$ cat src/rtl/lane_writeback_serializer_pkg.sv
// Shared constants and state encoding for the lane writeback serializer.
package lane_writeback_serializer_pkg;

  localparam int ADDR_W_DEF = 11;
  localparam int DATA_W_DEF = 16;
  localparam int LANES_DEF  = 5;
  localparam int NUM_W      = 9;
  localparam int LANE_CNT_W = 3;

  typedef enum logic [1:0] {
    ST_IDLE    = 2'd0,
    ST_WAIT_IN = 2'd1,
    ST_WRITE   = 2'd2,
    ST_DONE    = 2'd3
  } state_t;

endpackage

$ cat src/rtl/lane_writeback_serializer_if.sv
// Job control, vector input and memory-write bus of the serializer.
interface lane_writeback_serializer_if
  import lane_writeback_serializer_pkg::*;
#(
  parameter int ADDR_W = ADDR_W_DEF,
  parameter int DATA_W = DATA_W_DEF,
  parameter int LANES  = LANES_DEF
);
  logic                    start;
  logic [ADDR_W-1:0]       base_addr;
  logic [NUM_W-1:0]        num_vectors;
  logic [LANES*DATA_W-1:0] in_data;
  logic                    in_valid;
  logic                    in_reverse;
  logic                    in_ready;
  logic [ADDR_W-1:0]       addr;
  logic [DATA_W-1:0]       data;
  logic                    write_enable;
  logic                    busy;
  logic                    done;

  modport master (
    output start, base_addr, num_vectors, in_data, in_valid, in_reverse,
    input  in_ready, addr, data, write_enable, busy, done
  );

  modport slave (
    input  start, base_addr, num_vectors, in_data, in_valid, in_reverse,
    output in_ready, addr, data, write_enable, busy, done
  );
endinterface

$ cat src/rtl/lane_writeback_serializer_lane_select.sv
// Combinational lane picker: lane 0 is the most significant word of the vector.
module lane_select
  import lane_writeback_serializer_pkg::*;
#(
  parameter int DATA_W = DATA_W_DEF,
  parameter int LANES  = LANES_DEF
) (
  input  logic [LANES*DATA_W-1:0] vec,
  input  logic [LANE_CNT_W-1:0]   lane,
  input  logic                    reverse,
  output logic [DATA_W-1:0]       word
);
  logic [DATA_W-1:0]     words [LANES];
  logic [LANE_CNT_W-1:0] idx;

  generate
    for (genvar gi = 0; gi < LANES; gi++) begin : g_lane
      assign words[gi] = vec[(LANES-1-gi)*DATA_W +: DATA_W];
    end
  endgenerate

  // Map the write slot to a physical lane and pick that word.
  always_comb begin
    idx  = reverse ? (LANE_CNT_W'(LANES-1) - lane) : lane;
    word = '0;
    for (int i = 0; i < LANES; i++) begin
      if (idx == LANE_CNT_W'(i)) word = words[i];
    end
  end
endmodule

$ cat src/rtl/lane_writeback_serializer.sv
// Serializes LANES-wide vectors into consecutive single-word memory writes.
module lane_writeback_serializer
  import lane_writeback_serializer_pkg::*;
#(
  parameter int ADDR_W = ADDR_W_DEF,
  parameter int DATA_W = DATA_W_DEF,
  parameter int LANES  = LANES_DEF
) (
  input logic clk,
  input logic rst,
  lane_writeback_serializer_if.slave bus
);
  state_t                  state_reg;
  logic [LANE_CNT_W-1:0]   lane_cnt_reg;
  logic [NUM_W-1:0]        vec_left_reg;
  logic [LANES*DATA_W-1:0] hold_reg;
  logic                    hold_rev_reg;
  logic [ADDR_W-1:0]       wr_ptr_reg;
  logic [ADDR_W-1:0]       addr_reg;
  logic [DATA_W-1:0]       data_reg;
  logic                    we_reg;
  logic                    in_ready_reg;
  logic                    busy_reg;
  logic                    done_reg;

  logic                    handshake;
  logic [LANES*DATA_W-1:0] sel_vec;
  logic                    sel_rev;
  logic [LANE_CNT_W-1:0]   sel_lane;
  logic [DATA_W-1:0]       sel_word;

  // in_ready is high exactly while in WAIT_IN, so the state alone qualifies the handshake.
  assign handshake = (state_reg == ST_WAIT_IN) && bus.in_valid;

  // Lane 0 goes out on the capture edge itself, so it is taken from the word being
  // loaded into the holding register; later lanes come from the holding register.
  assign sel_vec  = handshake ? bus.in_data    : hold_reg;
  assign sel_rev  = handshake ? bus.in_reverse : hold_rev_reg;
  assign sel_lane = handshake ? '0             : lane_cnt_reg;

  lane_select #(.DATA_W(DATA_W), .LANES(LANES)) u_lane_select (
    .vec     (sel_vec),
    .lane    (sel_lane),
    .reverse (sel_rev),
    .word    (sel_word)
  );

  assign bus.in_ready     = in_ready_reg;
  assign bus.addr         = addr_reg;
  assign bus.data         = data_reg;
  assign bus.write_enable = we_reg;
  assign bus.done         = done_reg;
  // busy already covers the cycle in which start is accepted.
  assign bus.busy         = busy_reg || ((state_reg == ST_IDLE) && bus.start && !rst);

  // Job FSM with registered outputs; addr/data only move on a write.
  always_ff @(posedge clk) begin
    if (rst) begin
      state_reg    <= ST_IDLE;
      lane_cnt_reg <= '0;
      vec_left_reg <= '0;
      hold_reg     <= '0;
      hold_rev_reg <= 1'b0;
      wr_ptr_reg   <= '0;
      addr_reg     <= '0;
      data_reg     <= '0;
      we_reg       <= 1'b0;
      in_ready_reg <= 1'b0;
      busy_reg     <= 1'b0;
      done_reg     <= 1'b0;
    end else begin
      we_reg   <= 1'b0;
      done_reg <= 1'b0;
      case (state_reg)
        ST_IDLE: begin
          if (bus.start) begin
            wr_ptr_reg   <= bus.base_addr;
            vec_left_reg <= bus.num_vectors;
            busy_reg     <= 1'b1;
            if (bus.num_vectors != '0) begin
              state_reg    <= ST_WAIT_IN;
              in_ready_reg <= 1'b1;
            end else begin
              state_reg <= ST_DONE;
              done_reg  <= 1'b1;
            end
          end
        end
        ST_WAIT_IN: begin
          if (handshake) begin
            hold_reg     <= bus.in_data;
            hold_rev_reg <= bus.in_reverse;
            vec_left_reg <= vec_left_reg - NUM_W'(1);
            in_ready_reg <= 1'b0;
            we_reg       <= 1'b1;
            addr_reg     <= wr_ptr_reg;
            data_reg     <= sel_word;
            wr_ptr_reg   <= wr_ptr_reg + ADDR_W'(1);
            lane_cnt_reg <= LANE_CNT_W'(1);
            state_reg    <= ST_WRITE;
          end
        end
        ST_WRITE: begin
          if (lane_cnt_reg != LANE_CNT_W'(LANES)) begin
            we_reg       <= 1'b1;
            addr_reg     <= wr_ptr_reg;
            data_reg     <= sel_word;
            wr_ptr_reg   <= wr_ptr_reg + ADDR_W'(1);
            lane_cnt_reg <= lane_cnt_reg + LANE_CNT_W'(1);
          end else begin
            lane_cnt_reg <= '0;
            if (vec_left_reg != '0) begin
              state_reg    <= ST_WAIT_IN;
              in_ready_reg <= 1'b1;
            end else begin
              state_reg <= ST_DONE;
              done_reg  <= 1'b1;
            end
          end
        end
        ST_DONE: begin
          busy_reg  <= 1'b0;
          state_reg <= ST_IDLE;
        end
        default: state_reg <= ST_IDLE;
      endcase
    end
  end
endmodule
$ cat src/flat_wrapper.sv
// flat-port wrapper written by rule: the top's interface ports become plain ports
module lane_writeback_serializer_flat import lane_writeback_serializer_pkg::*;
#(
  parameter int ADDR_W = ADDR_W_DEF,
  parameter int DATA_W = DATA_W_DEF,
  parameter int LANES  = LANES_DEF
)
  (clk, rst, bus_start, bus_base_addr, bus_num_vectors, bus_in_data, bus_in_valid, bus_in_reverse, bus_in_ready, bus_addr, bus_data, bus_write_enable, bus_busy, bus_done);
  lane_writeback_serializer_if #(.ADDR_W(ADDR_W), .DATA_W(DATA_W), .LANES(LANES)) bus_i ();
  input logic clk;
  input logic rst;
  input wire logic [$bits(bus_i.start)-1:0] bus_start;
  input wire logic [$bits(bus_i.base_addr)-1:0] bus_base_addr;
  input wire logic [$bits(bus_i.num_vectors)-1:0] bus_num_vectors;
  input wire logic [$bits(bus_i.in_data)-1:0] bus_in_data;
  input wire logic [$bits(bus_i.in_valid)-1:0] bus_in_valid;
  input wire logic [$bits(bus_i.in_reverse)-1:0] bus_in_reverse;
  output wire logic [$bits(bus_i.in_ready)-1:0] bus_in_ready;
  output wire logic [$bits(bus_i.addr)-1:0] bus_addr;
  output wire logic [$bits(bus_i.data)-1:0] bus_data;
  output wire logic [$bits(bus_i.write_enable)-1:0] bus_write_enable;
  output wire logic [$bits(bus_i.busy)-1:0] bus_busy;
  output wire logic [$bits(bus_i.done)-1:0] bus_done;
  assign bus_i.start = bus_start;
  assign bus_i.base_addr = bus_base_addr;
  assign bus_i.num_vectors = bus_num_vectors;
  assign bus_i.in_data = bus_in_data;
  assign bus_i.in_valid = bus_in_valid;
  assign bus_i.in_reverse = bus_in_reverse;
  assign bus_in_ready = bus_i.in_ready;
  assign bus_addr = bus_i.addr;
  assign bus_data = bus_i.data;
  assign bus_write_enable = bus_i.write_enable;
  assign bus_busy = bus_i.busy;
  assign bus_done = bus_i.done;
  lane_writeback_serializer #(.ADDR_W(ADDR_W), .DATA_W(DATA_W), .LANES(LANES)) u_core (.clk(clk), .rst(rst), .bus(bus_i));
endmodule
$ cat config.mk
export PLATFORM = sky130hd
export DESIGN_NAME = lane_writeback_serializer_flat
export DESIGN_NICKNAME = d
export VERILOG_FILES = /design/src/rtl/lane_writeback_serializer_pkg.sv /design/src/rtl/lane_writeback_serializer_if.sv /design/src/rtl/lane_writeback_serializer_lane_select.sv /design/src/rtl/lane_writeback_serializer.sv /design/src/flat_wrapper.sv
export SDC_FILE = /design/constraint.sdc
export NUM_CORES = 1
export LEC_CHECK = 0
export ABC_CLOCK_PERIOD_IN_PS = 7100
export BUFFER_PORTS_ARGS = -buffer_cell sky130_fd_sc_hd__buf_2
export CAP_MARGIN = 25
export CORE_MARGIN = 4
export CORE_UTILIZATION = 56
export DETAILED_ROUTE_END_ITERATION = 7
export PLACE_DENSITY_LB_ADDON = 0.05
export SYNTH_ARGS = -nofsm -noshare
export SYNTH_HDL_FRONTEND = slang
export SYNTH_HIERARCHICAL = 1
export SYNTH_SLANG_ARGS = --single-unit
$ cat constraint.sdc
create_clock -name clk -period 7.1 [get_ports clk]
set_input_delay 0 -clock clk [delete_from_list [all_inputs] [get_ports clk]]
set_output_delay 0 -clock clk [all_outputs]
set_load 0.02 [all_outputs]
### Word-level counts from Yosys, hierarchy flattened

Cells that the tools add are included.

* add/subtract/negate cells: 4
* multipliers: 0
* divide/modulo/power cells: 0
* magnitude comparators: 0
* equal/unequal tests: 14
* shift operators: 0
* multiplexer cells: 47
* bitwise logic cells: 0
* reductions and logical operators: 20

Operators by type and width (number)
* two-way mux 16 bit: 7
* two-way mux 80 bit: 1
* two-way mux 11 bit: 5
* one-hot mux 11 bit (3 select lines): 1
* one-hot mux 16 bit (2 select lines): 1
* one-hot mux 11 bit (2 select lines): 1
* two-way mux 9 bit: 2
* one-hot mux 9 bit (2 select lines): 1
* nonzero test 9 bit: 2
* two-way mux 1 bit: 13
* two-way mux 3 bit: 4
* adder 11 x 1 -> 11 bit (second input constant): 1
* two-way mux 2 bit: 5
* AND reduction 3 bit: 3
* subtractor 9 x 1 -> 9 bit (second input constant): 1
* one-hot mux 2 bit (4 select lines): 1
* equality test 3 x 2 -> 1 bit (second input constant): 2
* != test 2 x 1 -> 1 bit (second input constant): 3
* != test 2 bit (second input constant): 3
* one-hot mux 1 bit (2 select lines): 3
* one-hot mux 3 bit (2 select lines): 1
* AND reduction 6 bit: 1
* nonzero test 2 bit: 3
* equality test 2 bit (second input constant): 2
* other kinds (15): 18

* bits in registers: 137
* latch bits: 0
* RAM bits: 0
* ROM bits: 0
* bits of input ports: 105
* output and inout bits: 31
* word-level logic and storage cells: 97
* memories kept: 0

### Longest topological paths before layout

Gate-level depths: netlist of run 1.

* word-level depth: 13
* gate-level depth with buffers: 17
* gate-level depth less buffers: 13

### Cells and area by module

Netlist of run 1, hierarchy kept.

By module, submodules not included
* lane_writeback_serializer: instances 1, cells each 616, area an instance 5849.4 µm², seq. area each 2742.6 µm²
* lane_select: instances 1, cells each 112, area an instance 809.5 µm², seq. area each 0.0 µm²

### Worst setup path before layout of run 1

OpenSTA, ideal clock, no wires.

* kind: reg-to-reg
* start point: register u_core.state_reg[1]
* end point: register u_core.data_reg[10], in the netlist u_core/bus.data[10]
* library setup time: 0.132 ns
* data arrival time: 2.895 ns
* required time: 6.968 ns
* slack: 4.073 ns
* stages on the path, launching flop included: 17
* buffers on the path: 5
* clock period less this slack: 3.027 ns
* path through: dfxtp_1 > inv_1 > ha_1 > buf_6 > and2_1 > clkbuf_1 > buf_2 > mux2_2 > a21bo_2 > and3_1 > buf_6 > buf_12 > a21oi_2 > a21oi_1 > a221o_1 > nand2_1 > a21oi_1

* elaborated cells on any way between the ends: 25
* classes of those cells: add/sub: 1; eq/ne: 8; mux: 12; reduce/logical: 4

RTL lines
* from (decl): line lane_writeback_serializer.sv:13 `state_t state_reg;`
* from (signal assigned): line lane_writeback_serializer.sv:59 `state_reg <= ST_IDLE;`
* from (signal assigned): line lane_writeback_serializer.sv:81 `state_reg <= ST_WAIT_IN;`
* from (signal assigned): line lane_writeback_serializer.sv:84 `state_reg <= ST_DONE;`
* equality test 2 x 1 -> 1 bit *: line lane_writeback_serializer.sv:33 `assign handshake = (state_reg == ST_WAIT_IN) && bus.in_valid;`
* logical AND 1 bit *: line lane_writeback_serializer.sv:33
* two-way mux 1 bit *
* named net u_core.sel_rev: line lane_writeback_serializer.sv:28 `logic sel_rev;`
* two-way mux 3 bit *: line lane_writeback_serializer_lane_select.sv:24 `idx = reverse ? (LANE_CNT_W'(LANES-1) - lane) : lane;`
* logical NOT 3 bit: line lane_writeback_serializer_lane_select.sv:27 `if (idx == LANE_CNT_W'(i)) word = words[i];`
* two-way mux 16 bit (4 in a row): line lane_writeback_serializer_lane_select.sv:27
* two-way mux 16 bit *: line lane_writeback_serializer_lane_select.sv:27
* named net u_core.sel_word[10]: line lane_writeback_serializer.sv:30 `logic [DATA_W-1:0] sel_word;`
* two-way mux 16 bit (on tied branches): line lane_writeback_serializer.sv:104, lane_writeback_serializer.sv:90
* one-hot mux 16 bit (2 select lines) *: line lane_writeback_serializer.sv:74 `case (state_reg)`
* to (signal assigned): line lane_writeback_serializer.sv:97 `data_reg <= sel_word;`
* to (signal assigned): line lane_writeback_serializer.sv:107 `data_reg <= sel_word;`
* to (decl): line lane_writeback_serializer.sv:20 `logic [DATA_W-1:0] data_reg;`

The timed path passes the listed nets; every way through them passes the cells marked *. The select of a mux whose other input is x is not followed.
A chain may end at the register's enable or synchronous reset.

### Final worst setup path of run 1

* start point: register u_core.state_reg[1]
* end point: register u_core.data_reg[8], in the netlist u_core/bus.data[8]

The elaborated chain is that of the path after synthesis.

==> results.json, run 1 <==
{
  "place_congestion": 0.844,
  "yosys.area.top_type_share": 0.412,
  "insertedDiodeCount": 0,
  "synth.area.mux_share": 0.141,
  "critPathKind": "reg2reg",
  "wirelength_um": 17900,
  "power_density_nw_per_um2": 359,
  "cpMostUsedCell": "a21oi_1",
  "cts_resized": 0,
  "cts-buffers-inserted": 17,
  "nets": 1048,
  "portBuffers": 135,
  "cts_buffer_depth": 2,
  "max_freq_ghz": 0.258,
  "synth.cell_area_um2": 6660,
  "rsz0062_at_grt": "false",
  "ys_top_cells_by_area": "dfxtp_1 (41%), mux2_2 (14%), nor2b_1 (8.4%)",
  "path_cells": "inv_1 -> ha_1 -> and2_4 -> buf_16 -> mux2_2 -> and3b_1 -> a22oi_2 -> nand3_1 -> a21oi_1 -> a221o_1 -> nand2_1 -> a21oi_1",
  "fin_crit_ns": 3.87,
  "wl_per_cell_um": 16.5,
  "pre_cts_ws_ns": 3.00,
  "critPathRequiredTime_ns": 7.44,
  "overflow": 0,
  "placementRows": 39,
  "synth_warnings": 6,
  "initial_utilization": 0.578,
  "ant_nets": 0,
  "p_leak_nw": 3.66,
  "area_growth_syn_to_layout_pct": 32.3,
  "worst_slack_ns": 3.23,
  "max_stage_delay_ns": 0.65,
  "seqCellArea_um2": 2740,
  "fin_skew_ns": 0.00571,
  "grt_pass1_wl_um": 28100,
  "tns_ns": 0,
  "die-area_um2": 13700,
  "hold_class": "in2reg",
  "status": "complete, no violations",
  "grt_pass1_vias": 5811,
  "critical-path-top-delay-family": "compound AO/OA/AOI/OAI gates",
  "insertion_delay_ns": 0.42,
  "synth-compound-area-share": 0.167,
  "synth_area_per_cell_um2": 9.15,
  "power_frac_clock": 0.252,
  "clk_pin_slew_ns": 0.05,
  "synthCells": 728,
  "dp_cells": 958,
  "vias": 6080,
  "fillerInstances": 812,
  "start_kind": "flip-flop",
  "swShare": 0.373,
  "grt_usage": 0.262,
  "cts-htree-levels": 4,
  "largest_reg_flops": 80,
  "ys_seq_area_frac": 0.412,
  "path_buf_inv": 2,
  "clock_sinks": 137,
  "endpoint_kind": "flip-flop",
  "die_y_um": 117,
  "antenna_found_initial": 0,
  "synth-simple-area-share": 0.211,
  "clockRootBuffer": "clkbuf_16",
  "syn_nets": 842,
  "die_w_um": 117,
  "synth-adder-area-share": 0.0169,
  "first_iter_violations": 420,
  "relSlewSlack": 0.446,
  "p_int_w": 0.00198,
  "ys_ff_latch": 137,
  "hpwlAfterDp_um": 11300,
  "synth_ff_type": "dfxtp_1",
  "seqPwrFrac": 0.322,
  "cts_tree": "yes",
  "setup_viol": 0,
  "yosysTopAreaCell": "dfxtp_1",
  "synth_edf_count": 0,
  "synth_xor_area_frac": 0.00395,
  "ys_async_sr_fraction": 0,
  "firstDrtPassIters": 5,
  "final_common_cell": "dfxtp_1",
  "synth_top_family_by_area": "simple AND/OR/NAND/NOR gates",
  "maxSlewViolCount": 0,
  "multi_input_area_um2": 3600,
  "maxCapViolations": 0,
  "drc_errors": 0,
  "core_area_um2": 11500,
  "cp_slowest_cell": "a22oi_2",
  "ir_drop_mv": 0.263,
  "synthDistinctLibCells": 62,
  "crit_fanout": 66,
  "viasPerCell": 5.59,
  "p_switching_w": 0.00118,
  "grt_max_degree": 85,
  "crit_arrival_ns": 4.21,
  "worst_slew_pin_slew_ns": 0.831,
  "fin_cells": 1087,
  "io_pins": 136,
  "final-hold-violation-count": 0,
  "comb_power_share": 0.426,
  "final_cell_mix": "dfxtp_1 (137), buf_2 (134), dlygate4sd3_1 (97), nor2b_1 (89), mux2_2 (81)",
  "finalCritPeriodShare": 0.545,
  "drive_gt1_frac": 0.287
}
-- power by group through the flow --
stage	registers, W	logic, W	clock network, W
final	0.00102	0.00135	0.000797
after global routing	0.00104	0.00147	0.000842
after CTS	0.00102	0.00131	0.000805
after detailed placement	0.00103	0.00126	0
after global placement	0.00102	0.00121	0
after floorplan	0.00103	0.00101	0
-- Yosys cell counts, types with 5 or more instances --
library cell / n
a21oi_1: 68
and2_1: 5
nor4_1: 6
clkbuf_1: 30
ha_1: 9
o21ai_0: 35
mux2_2: 81
nor2_1: 20
nand3_1: 26
nor3_1: 11
nand2_1: 75
a22oi_1: 7
buf_6: 5
nor2b_1: 89
a221o_1: 16
inv_1: 11
a21oi_2: 10
o21a_1: 5
buf_2: 9
a211oi_1: 6
and3_1: 5
dfxtp_1: 137
-- path summary, 6_finish.rpt --
| check | from | end | slack, ns | depth (start not counted) |
|---|---|---|---|---|
| setup / recovery | u_core/state_reg[1] | u_core/bus.data[8] | 3.23 | 12 |
| hold / removal | bus_num_vectors[1] | u_core/vec_left_reg[1] | 0.004 | 3 |
| setup reg to reg | u_core/state_reg[1] | u_core/bus.data[8] | 3.23 | 12 |
| hold reg to reg | u_core/bus.addr[3] | u_core/bus.addr[3] | 0.45 | 2 |
-- per-layer routing --
metal | up-vias | track usage | routed length, µm | part of all wire
met5 | - | 0 | 0 | 0
met4 | 0 | 0.0979 | 418 | 0.023
met3 | 36 | 0.0602 | 895 | 0.050
met2 | 196 | 0.460 | 8950 | 0.50
met1 | 2868 | 0.313 | 7660 | 0.43
li1 | 2980 | - | - | -
-- per-stage QoR --
| stage | utilization | instance area, µm² | hold WS, ns | total power, W |
|---|---|---|---|---|
| 2_1_floorplan | - | 6660 | 0.184 | 0.00204 |
| 6_report | 0.765 | 8810 | 0.00410 | 0.00316 |
| 5_1_grt | 0.765 | 8810 | 0.00948 | 0.00335 |
| 3_5_place_dp | 0.631 | 7270 | 0.305 | 0.00229 |
| 3_3_place_gp | 0.630 | 7250 | 0.300 | 0.00223 |
| 4_1_cts | 0.761 | 8760 | 0.000493 | 0.00313 |
-- worst min-delay path, cell delays in order --
cell and delay [ns]:
buf_2 0.09, a211oi_1 0.06, a211oi_1 0.21
-- cell families (layout without fill, tap and decap cells) --
kind of cell	Yosys count	count (layout)
AO/OA/AOI/OAI	171	171
XOR/XNOR	3	3
adder cells (fa/ha/maj)	9	9
buffers and inverters	61	277
flip-flops	137	137
multiplexers	84	84
AND/OR/NAND/NOR	263	263
-- repair_timing --
| item | 4_1_cts | 5_1_grt |
|---|---|---|
| setup endpoints to repair | 0 | 0 |
| hold buffers | 97 | 0 |
| hold endpoints to repair | 96 | 0 |
| setup buffers | 0 | 0 |
-- cell type report --
class	instances	share of cell area
flip-flops and latches	137	0.311
multi-input cells	530	0.409
clock buffers	25	0.0540
well taps	143	0.0203
clock inverters	4	0.00511
inverters	11	0.00469
repair buffers	237	0.196
Power figures use the tool's default switching activity.
==> run 2, diff against run 1 <==
--- a/config.mk
+++ b/config.mk
@@ -5,11 +5,11 @@
 export SDC_FILE = /design/constraint.sdc
 export NUM_CORES = 1
 export LEC_CHECK = 0
-export ABC_CLOCK_PERIOD_IN_PS = 7100
+export ABC_CLOCK_PERIOD_IN_PS = 3400
 export BUFFER_PORTS_ARGS = -buffer_cell sky130_fd_sc_hd__buf_2
 export CAP_MARGIN = 25
 export CORE_MARGIN = 4
-export CORE_UTILIZATION = 56
+export CORE_UTILIZATION = 50
 export DETAILED_ROUTE_END_ITERATION = 7
 export PLACE_DENSITY_LB_ADDON = 0.05
 export SYNTH_ARGS = -nofsm -noshare
==> constraint.sdc (replaced) <==
create_clock -name clk -period 3.4 [get_ports clk]
set_input_delay 0 -clock clk [delete_from_list [all_inputs] [get_ports clk]]
set_output_delay 0 -clock clk [all_outputs]
set_load 0.02 [all_outputs]
==> run 2 against run 1 <==
Effect of this change: first-iteration DRC count grew 28%; fmax grew 24%; utilization fell by 7.2 points; clock skew shrank 0.0010 ns; sequential cell count did not move; cell area increased by 0.88%; critical path type unchanged.
==> results.json, run 2 (synthesis results as in run 1) <==
{
  "ir_drop_mv": 0.411,
  "final_cell_mix": "dfxtp_1 (137), buf_2 (134), dlygate4sd3_1 (100), nor2b_1 (89), mux2_2 (81)",
  "final-hold-violation-count": 0,
  "maxCapViolations": 0,
  "overflow": 0,
  "ant_nets": 0,
  "hpwlAfterDp_um": 11600,
  "final_common_cell": "dfxtp_1",
  "vias": 6129,
  "io_pins": 136,
  "worst_slew_pin_slew_ns": 0.837,
  "insertedDiodeCount": 0,
  "cts-htree-levels": 4,
  "place_congestion": 0.859,
  "cts_setup_buffers": 0,
  "clock_sinks": 137,
  "fin_crit_ns": 3.12,
  "hold_class": "in2reg",
  "core_area_um2": 12800,
  "tns_ns": 0,
  "portBuffers": 135,
  "whs_ns": 0.00145,
  "grt_pass1_wl_um": 29800,
  "status": "complete, no violations",
  "p_leak_nw": 3.68,
  "placementRows": 41,
  "utilization": 0.693,
  "crit_arrival_ns": 3.46,
  "endpoint_kind": "flip-flop",
  "cts_resized": 0,
  "fin_skew_ns": 0.00466,
  "die-area_um2": 15200,
  "max_freq_ghz": 0.320,
  "cts-buffers-inserted": 17,
  "largest_reg_flops": 80,
  "grt_max_degree": 139,
  "viasPerCell": 5.47,
  "cts_tree": "yes",
  "maxSlewViolCount": 0,
  "grt_usage": 0.250,
  "wl_per_cell_um": 16.5,
  "critPathRequiredTime_ns": 3.74,
  "seqCellArea_um2": 2740,
  "nets": 1053,
  "initial_utilization": 0.519,
  "die_w_um": 123,
  "total_power_w": 0.00661,
  "area_growth_syn_to_layout_pct": 33.5,
  "drive_gt1_frac": 0.289,
  "finalCritPeriodShare": 0.918,
  "clk_pin_slew_ns": 0.06,
  "first_iter_violations": 539,
  "grt_pass1_vias": 6076,
  "crit_fanout": 16,
  "start_kind": "flip-flop",
  "rsz0062_at_grt": "false",
  "wirelength_um": 18500,
  "power_density_nw_per_um2": 743,
  "drc_errors": 0,
  "insertion_delay_ns": 0.42,
  "clockRootBuffer": "clkbuf_16",
  "setup_viol": 0,
  "critPathKind": "reg2reg",
  "relSlewSlack": 0.442,
  "fillerInstances": 1076,
  "cts_buffer_depth": 2,
  "multi_input_area_um2": 3600,
  "antenna_found_initial": 0,
  "die_y_um": 123,
  "firstDrtPassIters": 5
}
-- run 2: cell count changes in the layout (fill, tap and decap cells not counted), sizes merged --
cell,before,now
buf,140,142
clkbuf,25,24
dlygate4sd3,97,100
-- run 2: critical path, cell delays in order (launching register included) --
cell and delay, ns:
dfxtp_1 0.39, inv_1 0.09, ha_1 0.21, nand2_1 0.09
and2_1 0.25, inv_1 0.12, ha_1 0.31, and3b_1 0.20
a22oi_2 0.67, nand3_1 0.19, a21oi_1 0.20, a221o_1 0.15
nand2_1 0.06, a21oi_1 0.12
-- run 2: layer usage --
metal | up-vias | share of wire | GRT usage
met5 | - | 0 | 0
met4 | 0 | 0.021 | 0.0983
met3 | 29 | 0.044 | 0.0512
met2 | 165 | 0.50 | 0.432
met1 | 2940 | 0.44 | 0.303
li1 | 2995 | - | -
-- run 2: repair_timing --
item | CTS | global route
hold buffers | 100 | 0
hold endpoints to repair | 100 | 0
setup endpoints to repair | 0 | 0
-- run 2: cell type report --
cell class,count,share of cell area
timing repair buffer,242,0.198
inverter,11,0.00464
clock inverter,4,0.00507
multi-input combinational,530,0.405
tap,172,0.0242
sequential,137,0.309
clock buffer,24,0.0542
-- run 2: final timing paths --
| check | endpoint | slack [ns] | cells after the start | startpoint |
|---|---|---|---|---|
| max reg2reg | u_core/bus.data[0] | 0.28 | 13 | u_core/state_reg[1] |
| min | u_core/hold_reg[11] | 0.001 | 3 | bus_in_data[11] |
| min reg2reg | u_core/bus.addr[4] | 0.45 | 2 | u_core/bus.addr[4] |
| max | u_core/bus.data[0] | 0.28 | 13 | u_core/state_reg[1] |
-- run 2: power breakdown --
group	leakage (nW)	total (W)	switching [W]	internal (W)
Combinational	2.31	0.00280	0.00160	0.00120
Clock	0.262	0.00168	0.000641	0.00104
Sequential	1.11	0.00213	0.000219	0.00191
-- run 2: stage by stage --
step                      setup slack [ns]  cell area (µm²)  instances
after CTS                            0.350             8880       1119
after global placement               0.499             7350        991
after global routing               0.00973             8890       1120
after floorplan                      0.373             6660        728
final                                0.280             8890       1120
after detailed placement             0.389             7350        991
